`config.mk`:
```
export PLATFORM = sky130hd
export DESIGN_NAME = muldiv_engine
export DESIGN_NICKNAME = d
export VERILOG_FILES = /design/src/rtl/muldiv_engine.sv
export SDC_FILE = /design/constraint.sdc
export NUM_CORES = 2
export LEC_CHECK = 0
export ABC_AREA = 1
export CAP_MARGIN = 10
export CORE_MARGIN = 1
export CORE_UTILIZATION = 60
export DETAILED_ROUTE_END_ITERATION = 10
export HOLD_SLACK_MARGIN = 0.06
export PLACE_DENSITY = 0.78
export SYNTH_ARGS = -nofsm -noshare
export SYNTH_HDL_FRONTEND = slang
export SYNTH_SLANG_ARGS = --single-unit
```
`constraint.sdc`:
```
create_clock -name clock -period 8.7 [get_ports clock]
set_input_delay 0.87 -clock clock [delete_from_list [all_inputs] [get_ports clock]]
set_output_delay 0.87 -clock clock [all_outputs]
set_load 0.02 [all_outputs]
```
`src/rtl/muldiv_engine.sv`:
```
// -----------------------------------------------------------------------------
// muldiv_engine
//
// Single-issue multiply/divide engine sitting between the execute stage and
// the HI/LO writeback. One request is accepted at a time over a valid/ready
// handshake. The result is held in registers until it is consumed.
//
//   mul : {out_res1, out_res0} = full 2*WIDTH product, signed or unsigned.
//         out_valid rises MUL_STAGES cycles after accept.
//   div : out_res0 = quotient (truncated toward zero),
//         out_res1 = remainder (takes the sign of the dividend).
//         Iterative radix-2 restoring divider: one step per cycle, then one
//         sign fix-up cycle. Divide by zero and signed overflow bypass the
//         loop and complete one cycle after accept.
//   nop / reserved : accepted, no result is produced.
//
// Parameters
//   WIDTH       operand width, even and >= 8
//   MUL_STAGES  multiply latency in cycles, 1..4
//
// Build option
//   MULDIV_EARLY_OUT_EN  when defined, the dividend is pre-shifted by its
//                        leading-zero count so the loop runs only over its
//                        significant bits (minimum one step). Results are
//                        identical with or without it; only latency changes.
//
// Ports
//   clock, reset          rising-edge clock, synchronous active-high reset
//   flush                 synchronous abort of any in-flight operation/result
//   in_src0, in_src1      multiplicand/dividend, multiplier/divisor
//   in_op, in_sign        0 nop, 1 mul, 2 div, 3 reserved; 1 = signed operands
//   in_valid, in_ready    request handshake
//   out_valid, out_ready  result handshake
//   out_res0, out_res1    product low/high, or quotient/remainder
//   busy                  engine is not idle
// -----------------------------------------------------------------------------
module muldiv_engine #(
  parameter int WIDTH      = 32,
  parameter int MUL_STAGES = 2
) (
  input  logic             clock,
  input  logic             reset,
  input  logic             flush,
  input  logic [WIDTH-1:0] in_src0,
  input  logic [WIDTH-1:0] in_src1,
  input  logic [1:0]       in_op,
  input  logic             in_sign,
  input  logic             in_valid,
  output logic             in_ready,
  output logic             out_valid,
  input  logic             out_ready,
  output logic [WIDTH-1:0] out_res0,
  output logic [WIDTH-1:0] out_res1,
  output logic             busy
);

  localparam int CW = $clog2(WIDTH + 1);

  localparam logic [1:0] IDLE = 2'd0;
  localparam logic [1:0] MUL  = 2'd1;
  localparam logic [1:0] DIV  = 2'd2;
  localparam logic [1:0] DONE = 2'd3;

  localparam logic [1:0] OP_MUL = 2'd1;
  localparam logic [1:0] OP_DIV = 2'd2;

  localparam logic [WIDTH-1:0] MOST_NEG = {1'b1, {(WIDTH-1){1'b0}}};

  logic [1:0]       state;
  logic [CW-1:0]    cnt;       // multiply stages or divide steps still to run
  logic [WIDTH-1:0] res0, res1;

  // Operands captured at accept
  logic [WIDTH-1:0] op0, op1;
  logic             sign_q;
  logic             q_neg, r_neg;
  logic             div_dz, div_ovf;

  // Divider working registers
  logic [WIDTH-1:0] quo;       // dividend shifts out the top, quotient bits in at the bottom
  logic [WIDTH-1:0] rem;
  logic [WIDTH-1:0] dvs;

  logic accept;

  assign in_ready  = (state == IDLE) && !flush;
  assign accept    = in_valid && in_ready;
  assign out_valid = (state == DONE);
  assign busy      = (state != IDLE);
  assign out_res0  = res0;
  assign out_res1  = res1;

  // ---------------------------------------------------------------------------
  // Divide setup: magnitudes and loop length, computed from the live inputs so
  // they can be captured on the accept edge.
  // ---------------------------------------------------------------------------
  logic             src0_neg, src1_neg;
  logic [WIDTH-1:0] mag0, mag1, div_init;
  logic [CW-1:0]    div_steps;

  assign src0_neg = in_sign & in_src0[WIDTH-1];
  assign src1_neg = in_sign & in_src1[WIDTH-1];
  // The magnitude of the most negative value is 2**(WIDTH-1), which is still
  // exact when read as unsigned.
  assign mag0     = src0_neg ? -in_src0 : in_src0;
  assign mag1     = src1_neg ? -in_src1 : in_src1;

`ifdef MULDIV_EARLY_OUT_EN
  function automatic logic [CW-1:0] count_lz(input logic [WIDTH-1:0] v);
    logic [CW-1:0] n;
    logic          found;
    n     = '0;
    found = 1'b0;
    for (int i = WIDTH - 1; i >= 0; i--) begin
      if (!found) begin
        if (v[i]) found = 1'b1;
        else      n     = n + CW'(1);
      end
    end
    return n;
  endfunction

  logic [CW-1:0] lz;

  assign lz = count_lz(mag0);
  // A zero dividend still runs one step so it leaves through the same path.
  assign div_steps = (lz == CW'(WIDTH)) ? CW'(1) : CW'(WIDTH) - lz;
  assign div_init  = mag0 << lz;
`else
  assign div_steps = CW'(WIDTH);
  assign div_init  = mag0;
`endif

  // ---------------------------------------------------------------------------
  // One restoring step. rem < dvs always holds, so the trial difference fits in
  // WIDTH+1 bits as two's complement; a set shifted-out bit means the partial
  // remainder already exceeds any WIDTH-bit divisor.
  // ---------------------------------------------------------------------------
  logic [WIDTH:0] rem_sh, trial;
  logic           ge;

  assign rem_sh = {rem, quo[WIDTH-1]};
  assign trial  = rem_sh - {1'b0, dvs};
  assign ge     = rem_sh[WIDTH] | ~trial[WIDTH];

  // ---------------------------------------------------------------------------
  // Multiply: extend both operands to 2*WIDTH; the low 2*WIDTH bits of the
  // product are then correct for both signed and unsigned operands.
  // ---------------------------------------------------------------------------
  logic [2*WIDTH-1:0] ext0, ext1, prod;

  assign ext0 = {{WIDTH{sign_q & op0[WIDTH-1]}}, op0};
  assign ext1 = {{WIDTH{sign_q & op1[WIDTH-1]}}, op1};
  assign prod = ext0 * ext1;

  // ---------------------------------------------------------------------------
  // Control and result registers
  // ---------------------------------------------------------------------------
  // NOTE: state is updated with non-blocking assignments so every register
  // samples pre-edge values and the block simulates exactly like the flops.
  always_ff @(posedge clock) begin
    if (reset) begin
      state <= IDLE;
      cnt   <= '0;
      res0  <= '0;
      res1  <= '0;
    end else if (flush) begin
      state <= IDLE;
    end else begin
      case (state)
        IDLE: begin
          if (accept) begin
            case (in_op)
              OP_MUL: begin
                state <= MUL;
                cnt   <= CW'(MUL_STAGES - 1);
              end
              OP_DIV: begin
                state <= DIV;
                cnt   <= div_steps;
              end
              default: ;  // nop and reserved complete the handshake only
            endcase
          end
        end
        MUL: begin
          if (cnt == '0) begin
            state        <= DONE;
            {res1, res0} <= prod;
          end else begin
            cnt <= cnt - CW'(1);
          end
        end
        DIV: begin
          if (div_dz) begin
            state <= DONE;
            res0  <= '1;
            res1  <= op0;
          end else if (div_ovf) begin
            state <= DONE;
            res0  <= op0;
            res1  <= '0;
          end else if (cnt != '0) begin
            cnt <= cnt - CW'(1);
          end else begin
            state <= DONE;
            res0  <= q_neg ? -quo : quo;
            res1  <= r_neg ? -rem : rem;
          end
        end
        DONE: begin
          if (out_ready) state <= IDLE;
        end
        default: state <= IDLE;
      endcase
    end
  end

  // ---------------------------------------------------------------------------
  // Operand capture and divider datapath
  // ---------------------------------------------------------------------------
  // NOTE: these registers carry no reset; every field is loaded on accept
  // before it is read, and the control block alone decides what is visible.
  always_ff @(posedge clock) begin
    if (accept) begin
      op0     <= in_src0;
      op1     <= in_src1;
      sign_q  <= in_sign;
      q_neg   <= src0_neg ^ src1_neg;
      r_neg   <= src0_neg;
      div_dz  <= (in_src1 == '0);
      div_ovf <= in_sign && (in_src0 == MOST_NEG) && (&in_src1);
      quo     <= div_init;
      rem     <= '0;
      dvs     <= mag1;
    end else if (state == DIV && cnt != '0) begin
      quo <= {quo[WIDTH-2:0], ge};
      rem <= ge ? trial[WIDTH-1:0] : rem_sh[WIDTH-1:0];
    end
  end

endmodule

```
== Word level (Yosys, flattened, before mapping) ==
Index checks and enable logic that the tools add are counted.
Cells by class
  $add $sub $neg: 6
  $mul: 1
  divide/modulo/power cells: 0
  magnitude comparators: 0
  equal/unequal tests: 15
  shift-type cells: 0
  mux-type cells: 32
  bitwise gates (word level): 8
  reductions and logical operators: 19
Operator list (count)
  32-bit 2-to-1 mux: 15
  32-bit negator: 4
  32-bit case mux with 2 select lines: 2
  33-bit by 33-bit multiplier with 64-bit output: 1
  33-bit by 32-bit subtractor with 33-bit output: 1
  32-bit equality test (second input constant): 1
  32-bit zero test: 1
  32-bit AND reduction: 1
  6-bit 2-to-1 mux: 5
  6-bit case mux with 3 select lines: 1
  2-bit 2-to-1 mux: 6
  2-bit != test (second input constant): 6
  6-bit case mux with 2 select lines: 1
  2-bit case mux with 4 select lines: 1
  8-bit AND reduction: 1
  2-bit equality test (second input constant): 3
  6-bit zero test: 1
  2-bit nonzero test: 3
  6-bit nonzero test: 1
  6-bit by 1-bit subtractor with 6-bit output (second input constant): 1
  1-bit logical AND: 5
  5-bit AND reduction: 1
  1-bit bitwise AND: 4
  2-bit by 1-bit equality test with 1-bit output (second input constant): 2
  12 further kinds: 13
Word-level totals
  bits in registers: 237
  bits in latches: 0
  memory bits (writable): 0
  memory bits (read-only): 0
  input bits: 72
  word-level logic and storage cells: 95
  memories kept: 0

== Depth between registers and ports, before layout ==
  depth in word-level cells: 6
  gate-level depth with buffers: 36
  gate-level depth less buffers: 34

== Least setup slack after synthesis ==
OpenSTA, ideal clock, no wires.
  path kind: register -> register
  start point: register op0[31]
  end point: register res1[30], in the netlist out_res1[30]
  setup time: 0.109 ns
  arrival: 7.420 ns
  path slack: 1.171 ns
  cell stages (with the launch flop): 34
  path buffers: 2
  cells stage by stage: edfxtp_1 > buf_2 > nand2_1 > inv_1 > clkbuf_1 > nand2_1 > inv_1 > fa_1 > inv_1 > fa_1 > inv_1 > fa_1 > fa_1 > inv_1 > fa_1 > inv_1 > fa_1 > inv_1 > fa_1 > fa_1 > inv_1 > ha_1 > nand2_1 > nor2_1 > nand2_1 > nor4_1 > and2_1 > nand2_1 > nand2_1 > nand2_1 > nand3_1 > nand3_1 > nand2_1 > inv_1
On the way
  word-level cells in the longest chain between the ends: 4
RTL lines
  start: declaration: line 74  | logic [WIDTH-1:0] op0, op1;
  start signal: assignment: line 226  | op0 <= in_src0;
  1-bit bitwise AND: line 152  | assign ext0 = {{WIDTH{sign_q & op0[WIDTH-1]}}, op0};
  33-bit by 33-bit multiplier with 64-bit output (*): line 154  | assign prod = ext0 * ext1;
  32-bit 2-to-1 mux (*): line 187  | if (cnt == '0) begin
  32-bit case mux with 2 select lines (*): line 170  | case (state)
  end signal: assignment: line 189  | {res1, res0} <= prod;
  end signal: assignment: line 198  | res1 <= op0;
  end signal: assignment: line 208  | res1 <= r_neg ? -rem : rem;
  end: declaration: line 71  | logic [WIDTH-1:0] res0, res1;
Every way passes the cells marked *; elsewhere a longest branch is shown, timed or not. The select of a mux whose other input is x is not followed.
A chain may end at the register's enable or synchronous reset.

== Worst setup path after layout ==
  start point: register op0[13]
  end point: register res0[25], in the netlist out_res0[25]
On the way
  word-level cells in the longest chain between the ends: 3
RTL lines
  33-bit by 33-bit multiplier with 64-bit output: line 154
  32-bit 2-to-1 mux: line 187
  32-bit case mux with 2 select lines: line 170
  end signal: assignment: line 189
  end signal: assignment: line 201  | res0 <= op0;
  end signal: assignment: line 207  | res0 <= q_neg ? -quo : quo;
  end: declaration: line 71
Every way passes these cells. The select of a mux whose other input is x is not followed.

==> results.json <==
{
  "clk_latency_ns": 0.58,
  "syn_area_per_cell_um2": 7.55,
  "ys_types": 53,
  "crit_arrival_ns": 8.96,
  "port_buffers": 138,
  "wl_met3_um": 19200,
  "final_nets": 8751,
  "via_per_inst": 5.64,
  "crit_chain": "buf_4 -> nand2_1 -> fa_1 -> fa_1 -> inv_1 -> fa_1 -> inv_1 -> fa_1 -> fa_1 -> inv_1 -> fa_1 -> fa_1 -> inv_1 -> fa_1 -> inv_1 -> ha_1 -> a21oi_1 -> o21ai_0 -> a21oi_1 -> nand3_1 -> o21ai_0 -> nand3_1 -> nand2_1 -> inv_1",
  "top_layer": "met5",
  "core_mm2": 0.0915,
  "worst_hold_slack_ns": 0.470,
  "place_area_mm2": 0.0582,
  "grt_first_pass_wirelength_um": 292000,
  "final_common_cell": "nand2_1",
  "slowest_delay_ns": 0.98,
  "critPathBufInv": 7,
  "drt_iter0_markers": 5059,
  "relSlewSlack": 0.133,
  "synth_fp_nets": 8782,
  "r2r_end": "out_res0[25]",
  "initial_core_util": 0.604,
  "syn_to_final_growth_pct": 6.85,
  "grt_pass1_vias": 50000,
  "timing.setup.tns_ns": 0,
  "criticalPathCategory": "reg -> reg",
  "rsz0062_at_grt": "no",
  "period_needed_ns": 8.50,
  "die_area_mm2": 0.0934,
  "wl_met1_um": 71600,
  "layout-drive-gt1-share": 0.0306,
  "synth_area_mm2": 0.0553,
  "min_path_type": "reg -> reg",
  "cts_setup_buffers": 0,
  "antenna_found_initial": 4,
  "cts_buffer_depth": 3,
  "worst_path_max_delay_cell": "edfxtp_1",
  "fin_skew_ns": 0.0279,
  "vias": 48000,
  "hold_viol_final": 0,
  "r2r_start": "op0[13]",
  "start_kind": "flop",
  "grt_max_degree": 85,
  "cts.sinks": 236,
  "ys_warn_count": 0,
  "dr_wl_met2_um": 86800,
  "ys_seq_elements": 236,
  "period_share": 0.977,
  "synth_edf_count": 132,
  "critPathRequiredTime_ns": 9.16,
  "drtAntennaViolNets": 0,
  "rows": 111,
  "async_reset_ff_frac": 0,
  "cts_tree": "built",
  "rrSetupSlack_ns": 0.20,
  "seq_area_frac_synth": 0.109,
  "finalSetupViolCount": 0,
  "synth_ff_type": "edfxtp_1",
  "io_pins": 139,
  "layout_common_cells": "2,010 x nand2_1, 1,883 x inv_1, 1,126 x fa_1, 412 x nor2_1, 262 x a21oi_1",
  "critPathTopFamily": "adder cells",
  "die-height_um": 306,
  "gp_congestion": 1.05,
  "cp-endpoint": "out_res0[25]",
  "critPathMaxFanout": 12,
  "fin_util": 0.646,
  "first_pass_iters": 8,
  "cts.reportedPaths.clkPinSlew_ns": 0.06,
  "drc": 0,
  "timing.fmax_mhz": 118,
  "crit_path_start": "op0[13]",
  "grt_remaining_overflow": 0,
  "drv_cap": 0,
  "cp.depth": 24,
  "path_common_cell": "fa_1",
  "ctsHtreeMaxLevel": 1,
  "fp.dieW_um": 306,
  "drt_wl_total_um": 189000,
  "cts_buffers": 27,
  "worstSetupEndpointType": "flop",
  "cts_resized": 0,
  "status": "completed",
  "wl_per_cell_um": 22.2,
  "place_hpwl_um": 159000,
  "design_area_mm2": 0.0591,
  "tightestPinTransition_ns": 1.30,
  "clock-root-buffer": "clkbuf_16",
  "grt_usage": 0.414,
  "hold_buffers": 0,
  "slew_violations": 0,
  "reg2reg_depth": 24,
  "synth_cells": 7329
}
==> worst register-to-register path, delay by kind of cell, from the launching register on <==
kind	cells	cell delay (ns)
adders and majority gates	9	4.34
AOI/OAI and AO/OA	4	1.69
DFF	1	0.98
buffers and inverters	7	0.70
and+or+nand+nor	4	0.68
==> sequential cells by signal (all words and copies together), names as in the netlist, 2 cells and up <==
| name | flops |
|---|---|
| cnt | 6 |
| dvs | 31 |
| op0 | 32 |
| op1 | 32 |
| out_res0 | 32 |
| out_res1 | 32 |
| quo | 32 |
| rem | 32 |
| state | 2 |
==> cell families (layout without fill, tap and decap cells) <==
logic type,count (synthesis),after routing,share of synthesized area
AOI/OAI and AO/OA,592,592,0.0576
other,0,3,0
and+or+nand+nor,2798,2798,0.202
xor gates and xnor gates,92,92,0.0146
DFF,236,236,0.109
buffers and inverters,2230,2220,0.152
adders and majority gates,1381,1381,0.465
==> Yosys cell counts (all sizes together) (14+ instances only) <==
master,count,area share
nand4,48,0.0054
xnor2,34,0.0054
o21ai,233,0.021
o21a,14,0.0019
dfxtp,104,0.038
or2,17,0.0019
buf,30,0.0025
o22ai,16,0.0018
xor2,58,0.0092
edfxtp,132,0.072
a21oi,263,0.024
clkbuf,312,0.021
nor3,42,0.0043
ha,255,0.058
nor2,417,0.028
a31oi,15,0.0017
o21bai,17,0.0023
nand2,2011,0.14
nand3,235,0.022
fa,1126,0.41
inv,1887,0.13
==> stage by stage <==
step	worst slack, ns	std cells
after floorplan	1.17	7329
after global placement	0.532	8454
after detailed placement	0.583	8454
after CTS	0.513	8504
after global routing	0.0873	8505
final	0.200	8508
==> layout make-up <==
type | instances | area, um2
well taps | 1186 | 1480
clock inverters | 16 | 200
clock buffers | 34 | 732
inverters | 1888 | 7090
multi-input cells | 4863 | 40900
fillers | 7936 | 32400
repair buffers | 282 | 2670
flip-flops and latches | 236 | 6050
diodes | 3 | 7.51
==> layer usage <==
metal,vias up,GRT usage
met2,2595,0.664
met4,6,0.205
met1,23600,0.542
met5,-,0
met3,552,0.0741
li1,21300,-
==> worst min path at each step <==
stage	cells past startpoint	startpoint	end	slack (ns)
4_1_cts	2	rem[31]	rem[31]	0.47
2_1_floorplan	2	rem[31]	rem[31]	0.43
3_3_place_gp	2	rem[31]	rem[31]	0.44
6_report	2	rem[31]	rem[31]	0.47
5_1_grt	2	out_res0[0]	out_res0[0]	0.51
3_5_place_dp	2	out_res0[0]	out_res0[0]	0.45
Power is left out: the tool's default activity adds up to more than one toggle a clock period on the data nets, which glitch-free logic cannot reach.
==> RTL edit (same settings) <==
`WIDTH`: 32 -> 16.
--- a/src/rtl/muldiv_engine.sv
+++ b/src/rtl/muldiv_engine.sv
@@ -35,7 +35,7 @@
 //   busy                  engine is not idle
 // -----------------------------------------------------------------------------
 module muldiv_engine #(
-  parameter int WIDTH      = 32,
+  parameter int WIDTH      = 16,
   parameter int MUL_STAGES = 2
 ) (
   input  logic             clock,
Interface: changed (resized in_src0, in_src1, out_res0 and out_res1); port bits go from 139 to 75. No check against the original RTL was run, so the function may have changed too.
==> RTL edit against the unedited design <==
Cell area down 65%; synthesized area down 66%; hold slack better by 0.0038 ns; sequential cell count down 113; cell count down 65%; worst setup slack better by 1.4 ns; first-iteration DRC count down 66%; routed wire length down 69%.
==> RTL edit: results <==
<?xml version="1.0" encoding="UTF-8"?>
<metrics>
  <group name="logic_synthesis">
    <metric name="mappedNetlistNets" unit="">2981</metric>
    <metric name="synthDistinctLibCells" unit="">43</metric>
    <metric name="synth_commonest_cells" unit="">647 x sky130_fd_sc_hd__nand2_1, 613 x sky130_fd_sc_hd__inv_1, 283 x sky130_fd_sc_hd__fa_1</metric>
    <metric name="synth_area_leaders" unit="">sky130_fd_sc_hd__fa_1 30%, sky130_fd_sc_hd__nand2_1 13%, sky130_fd_sc_hd__inv_1 12%, sky130_fd_sc_hd__edfxtp_1 11%, sky130_fd_sc_hd__ha_1 7.2%</metric>
    <metric name="netlist_instances" unit="">2549</metric>
  </group>
  <group name="layout">
    <metric name="final.signal_inverter_count" unit="">618</metric>
    <metric name="nNetsFinal" unit="">2998</metric>
    <metric name="nMultiInputCombCells" unit="">1709</metric>
    <metric name="multi_input_area_share" unit="">0.6346</metric>
    <metric name="layout.clock_buffers" unit="">20</metric>
    <metric name="fillCellCount" unit="">2644</metric>
    <metric name="clock_tree_area_fraction" unit="">0.02873</metric>
    <metric name="buffers" unit="">97</metric>
    <metric name="layout.nonclk_buf_frac" unit="">0.04471</metric>
    <metric name="drive_above_1_share" unit="">0.02792</metric>
  </group>
  <group name="place">
    <metric name="dp.cells" unit="">2943</metric>
    <metric name="gp_congestion" unit="">0.9729</metric>
    <metric name="port_buffers" unit="">74</metric>
    <metric name="dp_slack" unit="ns">1.743</metric>
  </group>
  <group name="setup_path">
    <metric name="worstPathMaxFanout" unit="">21</metric>
  </group>
  <group name="cts">
    <metric name="htree_num_levels" unit="">4</metric>
    <metric name="clock_insertion_delay_worst_skew" unit="ns">0.44</metric>
    <metric name="ctsLongestPathBuffers" unit="">2</metric>
  </group>
  <group name="drt">
    <metric name="num_vias" unit="">16950</metric>
    <metric name="dr_wl_met2" unit="um">26280</metric>
  </group>
  <group name="grt">
    <metric name="grt_pass1_vias" unit="">17260</metric>
  </group>
  <group name="run_status">
    <metric name="run_status" unit="">complete, no violations</metric>
  </group>
</metrics>
## RTL edit: cell count changes after synthesis, sizes merged, moves of 49 or more
cell	unedited run	this run
edfxtp	132	68
nand2	2011	647
ha	255	109
nand3	235	112
dfxtp	104	55
nor2	417	151
o21ai	233	133
fa	1126	283
inv	1887	616
clkbuf	312	77
a21oi	263	129
## RTL edit: final timing paths
check / cells past startpoint / slack [ns] / start / end
worst max-delay path: 26 / 1.58 / op0[15]$_DFFE_PP_ / out_res1[9]$_SDFFE_PP0P_
worst min-delay path: 2 / 0.47 / out_res0[7]$_SDFFE_PP0P_ / out_res0[7]$_SDFFE_PP0P_
worst max register to register: 26 / 1.58 / op0[15]$_DFFE_PP_ / out_res1[9]$_SDFFE_PP0P_
worst min register to register: 2 / 0.47 / out_res0[7]$_SDFFE_PP0P_ / out_res0[7]$_SDFFE_PP0P_
## RTL edit: power groups by stage
stage	sequential [mW]	clock, mW	combinational, mW
floorplan	0.684	0	4.41
global placement	0.713	0	6.42
detailed placement	0.713	0	6.45
finish	0.705	0.719	6.66
CTS	0.702	0.718	6.50
global route	0.707	0.741	7.43
## RTL edit: logic make-up (layout without fill, tap and decap cells)
kind of cell | count (synthesis) | after routing | synth area share
and+or+nand+nor | 971 | 971 | 0.2094
buffers and inverters | 717 | 747 | 0.1449
adders and majority gates | 392 | 392 | 0.3732
AOI/OAI and AO/OA | 302 | 302 | 0.08522
DFF | 123 | 123 | 0.1669
xor gates and xnor gates | 44 | 44 | 0.02046
other | 0 | 1 | 0
## RTL edit: metal layers
| layer | up-vias | GRT usage |
|---|---|---|
| met4 | 2 | 0.2045 |
| met2 | 882 | 0.6079 |
| met5 | - | 0 |
| met3 | 213 | 0.1054 |
| li1 | 7701 | - |
| met1 | 8154 | 0.4866 |
